### src/rtl/seg_scan_driver.sv
// seg_scan_driver: 4-digit multiplexed 7-segment scanner with per-frame
// snapshot of the BCD time digits, blink blanking and dash for bad codes.
module seg_scan_driver #(
  parameter int unsigned BLINK_TICKS = 250
) (
  input  logic       clk,
  input  logic       rst,
  input  logic       scan_en,
  input  logic [2:0] min_hi,
  input  logic [3:0] min_lo,
  input  logic [2:0] sec_hi,
  input  logic [3:0] sec_lo,
  input  logic       blink_min,
  input  logic       blink_sec,
  output logic [7:0] seg,
  output logic [3:0] an
);

  localparam int unsigned   CW       = (BLINK_TICKS > 1) ? $clog2(BLINK_TICKS) : 1;
  localparam logic [CW-1:0] CNT_LAST = CW'(BLINK_TICKS - 1);

  logic [1:0]    idx;
  logic [1:0]    nidx;
  logic [2:0]    sh_min_hi;
  logic [3:0]    sh_min_lo;
  logic [2:0]    sh_sec_hi;
  logic [3:0]    sh_sec_lo;
  logic [CW-1:0] blink_cnt;
  logic          blink_phase;
  logic [3:0]    digit;
  logic [6:0]    seg_dec;
  logic          blank;

  // Select and decode the digit for the slot being entered on this strobe.
  // Slot 0 is entered at frame start, when the shadows are being loaded on
  // the same edge, so it reads the live sec_lo input instead of the shadow.
  always_comb begin
    nidx  = idx + 2'd1;
    digit = '0;
    case (nidx)
      2'd0: digit = sec_lo;
      2'd1: digit = {1'b0, sh_sec_hi};
      2'd2: digit = sh_min_lo;
      2'd3: digit = {1'b0, sh_min_hi};
      default: digit = '0;
    endcase
    case (digit)
      4'd0: seg_dec = 7'h40;
      4'd1: seg_dec = 7'h79;
      4'd2: seg_dec = 7'h24;
      4'd3: seg_dec = 7'h30;
      4'd4: seg_dec = 7'h19;
      4'd5: seg_dec = 7'h12;
      4'd6: seg_dec = 7'h02;
      4'd7: seg_dec = 7'h78;
      4'd8: seg_dec = 7'h00;
      4'd9: seg_dec = 7'h10;
      default: seg_dec = 7'h3F;
    endcase
    blank = blink_phase & (nidx[1] ? blink_min : blink_sec);
  end

  // Scan index and registered segment/anode outputs.
  always_ff @(posedge clk or posedge rst) begin
    if (rst) begin
      idx <= 2'd3;
      seg <= '1;
      an  <= '1;
    end else if (scan_en) begin
      idx <= nidx;
      seg <= {(nidx != 2'd2), seg_dec};
      an  <= blank ? 4'b1111 : ~(4'b0001 << nidx);
    end
  end

  // Frame snapshot of the four digits, taken when wrapping to slot 0.
  always_ff @(posedge clk or posedge rst) begin
    if (rst) begin
      sh_min_hi <= '0;
      sh_min_lo <= '0;
      sh_sec_hi <= '0;
      sh_sec_lo <= '0;
    end else if (scan_en && idx == 2'd3) begin
      sh_min_hi <= min_hi;
      sh_min_lo <= min_lo;
      sh_sec_hi <= sec_hi;
      sh_sec_lo <= sec_lo;
    end
  end

  // Free-running blink half-period counter and phase.
  always_ff @(posedge clk or posedge rst) begin
    if (rst) begin
      blink_cnt   <= '0;
      blink_phase <= 1'b0;
    end else if (scan_en) begin
      if (blink_cnt == CNT_LAST) begin
        blink_cnt   <= '0;
        blink_phase <= ~blink_phase;
      end else begin
        blink_cnt <= blink_cnt + 1'b1;
      end
    end
  end

endmodule

### config.mk
export PLATFORM = sky130hd
export DESIGN_NAME = seg_scan_driver
export DESIGN_NICKNAME = d
export VERILOG_FILES = /design/src/rtl/seg_scan_driver.sv
export SDC_FILE = /design/constraint.sdc
export NUM_CORES = 1
export LEC_CHECK = 0
export ABC_AREA = 1
export BUFFER_PORTS_ARGS = -buffer_cell sky130_fd_sc_hd__clkbuf_2
export CAP_MARGIN = 20
export CORE_MARGIN = 2
export CORE_UTILIZATION = 31
export DETAILED_ROUTE_END_ITERATION = 7
export PLACE_DENSITY_LB_ADDON = 0.25
export SETUP_SLACK_MARGIN = 0.1
export SLEW_MARGIN = 20
export SYNTH_ARGS = -nofsm -noshare
export SYNTH_HDL_FRONTEND = slang
export SYNTH_SLANG_ARGS = --single-unit
export TNS_END_PERCENT = 1
### constraint.sdc
create_clock -name clk -period 3.2 [get_ports clk]
set_input_delay 0.64 -clock clk [delete_from_list [all_inputs] [get_ports clk]]
set_output_delay 0.64 -clock clk [all_outputs]
set_load 0.01 [all_outputs]
==> out/results.tsv <==
metric	value	unit
status	completed	
Area Growth Syn to Fin	18.6	%
worst path arrival time	2.34	ns
Slew @ Worst Pin	0.567	ns
largest net degree at the start of global routing	28	
Initial Util	31.8	%
routed vias	1434	
H-tree depth	2	
dpl hpwl	2690	um
initial antenna violation count	0	
post-CTS setup buffer count	0	
Post-Layout Cell Count	322	
Largest stage delay, worst path	0.57	ns
CTS clk-pin slew, worst paths	0.08	ns
Die Width	79.0	um
vias in the first global route	1344	
setup tns final	0	ns
Cells after DPL	314	
post-route minimum period	2.11	ns
DP Worst Slack	1.15	ns
Crit path max-delay family	adder cells	
met2 Use GR	19.6	%
clk root buf	clkbuf_8	
Die H	79.0	um
Max Cap Viol	0	
Critical Path Slowest Stage Cell	dfstp_2	
fin nets	278	
die area	6240	um2
Netlist cell types	31	
Core ar.	5470	um2
Yosys warnings	0	
sink count of the clock tree	33	
Worst Setup End Kind	register	
GR Layer Usage met3	3.86	%
Max IR drop VDD	0.364	mV
hold crit path type	primary input to asynchronous set/reset pin	
most used cell, CP	nand2_1	
hold-fix buffers at CTS	0	
mapped cell area	1740	um2
post-synthesis sequential area ratio	48.4	%
crit share post-route	65.8	%
crit-path cells	inv_1, ha_1, nand2_1, nand2_1, o21bai_1, ha_1, o21ai_0, nand2_1, nand2_1	
syn avg cell area	8.11	um2
total CTS buffers	5	
gr busiest metal	met2	
RSZ-0062 raised after global routing	false	
Final WS setup	1.09	ns
M1 GR Usage	18.1	%
final-report hold violation count	0	
Bufs on Longest Clock Path	2	
GRT Residual Overflow	0	
post-route DRC violation count	0	
synthesis-stage register bit count	33	
setup slack, reg-to-reg	1.09	ns
Slew Viols, Final	0	
Worst Path Required	3.43	ns
Max Clock Skew	0.0103	ns
CTS tree	done	
Vias/cell	4.45	
DR iter-0 viols	27	
final wirelength	3650	um
PortBufs	30	
first-pass GRT wire length	6340	um
Slew headroom	62.1	%
n_diodes	0	
Lkg Pwr	1.11	nW
Antenna Nets Post-Route	0	
cts repair resizes	0	
DR pass1 iterations	4	
GRT Total Usage	13.3	%
Pwr Total	0.00207	W
Crit Path Max Fanout	5	
Finish-stage setup viols	0	
Synthesized Nets	244	
share of cells above drive strength 1	25.6	%
Ports	31	
worst path bufs/invs	1	
# rows	27	
Max Fclk	0.475	GHz
critical path class	register to register	
Post-Syn Instances	215	
startpoint types	register	
GPL Wtd Cong	0.789	
routed len/inst	11.3	um
Clock Latency Late Sink	0.29	ns
power per standard cell area	1000	nW/um2
-- layout by cell type (no fill, tap or decap), types with 2 or more instances in the layout --
| cell type | netlist | final |
|---|---|---|
| nand2_1 | 78 | 78 |
| clkbuf_2 | 0 | 30 |
| inv_1 | 21 | 20 |
| nor2_1 | 19 | 19 |
| dfrtp_1 | 19 | 19 |
| dfstp_2 | 14 | 14 |
| nand3_1 | 11 | 11 |
| ha_1 | 10 | 10 |
| a21oi_1 | 8 | 8 |
| clkbuf_8 | 0 | 6 |
| o21ai_0 | 5 | 5 |
| inv_2 | 2 | 3 |
| or2_2 | 2 | 2 |
| o21ai_1 | 2 | 2 |
| nor3_1 | 2 | 2 |
| xor2_1 | 2 | 2 |
| a31oi_1 | 2 | 2 |
-- per-stage QoR --
step,util [%],area (um2),hold slack [ns]
after detailed placement,36.1,1970,0.463
after global placement,36.1,1970,0.455
after floorplan,-,1740,0.447
after global routing,37.8,2070,0.430
after CTS,37.8,2070,0.475
final,37.8,2070,0.383
-- flip-flops by register name (all words and copies together) (netlist names) --
register     cells
sh_sec_hi        3
blink_cnt        8
blink_phase      1
an               4
sh_min_hi        3
idx              2
sh_min_lo        4
seg              8
-- cell usage after synthesis, drive strengths merged --
cell | number | area share [%]
nand2 | 80 | 18
inv | 23 | 5.0
nor2 | 21 | 5.1
dfrtp | 19 | 27
dfstp | 14 | 21
nand3 | 12 | 3.7
ha | 10 | 7.2
a21oi | 8 | 2.3
o21ai | 8 | 2.9
nor3 | 3 | 1.1
a31oi | 2 | 0.72
buf | 2 | 0.57
clkbuf | 2 | 0.43
or2 | 2 | 0.72
xor2 | 2 | 1.0
a21o | 1 | 0.43
and3 | 1 | 0.36
o211ai | 1 | 0.43
o21a | 1 | 0.43
o21bai | 1 | 0.43
o31ai | 1 | 0.43
xnor2 | 1 | 0.50
-- metal layers --
| metal | wire length [um] | vias up |
|---|---|---|
| met5 | 0 | - |
| met4 | 55 | 0 |
| met3 | 123 | 4 |
| met2 | 1620 | 21 |
| met1 | 1850 | 666 |
| li1 | - | 743 |
-- final cells by class --
| cell class | instances | area [um2] |
|---|---|---|
| clock buffer | 7 | 86.3 |
| inverter | 23 | 86.3 |
| fill | 616 | 3410 |
| sequential | 33 | 843 |
| clock inverter | 1 | 7.51 |
| multi-input combinational | 155 | 796 |
| tap | 72 | 90.1 |
| timing repair buffer | 31 | 158 |
-- path summary, 6_finish.rpt --
path | end | cells after the start | startpoint
worst max-delay path | seg[3] | 9 | idx[1]
worst min-delay path | sh_sec_hi[2] | 2 | rst
worst max register to register | seg[3] | 9 | idx[1]
worst min register to register | seg[6] | 2 | seg[6]
max in group asynchronous | seg[1] | 3 | rst
min in group clk | seg[6] | 2 | seg[6]
-- where the power goes --
part	leakage [nW]	total (W)	switching (W)	internal [W]
clock network	0.0445	0.000336	0.000161	0.000175
logic	0.691	0.000936	0.000580	0.000356
registers	0.378	0.000803	0.000130	0.000673
-- cells by family (layout without fill, tap and decap cells) --
family / after synthesis / in the layout / share of synthesized area [%]
fa+ha+maj: 10 / 10 / 7.18
buf+inv: 27 / 62 / 5.96
xor+xnor: 3 / 3 / 1.51
flops: 33 / 33 / 48.4
compound gates: 23 / 23 / 8.11
simple gates: 119 / 119 / 28.9
Note: power is estimated with default switching activity, not from simulation.
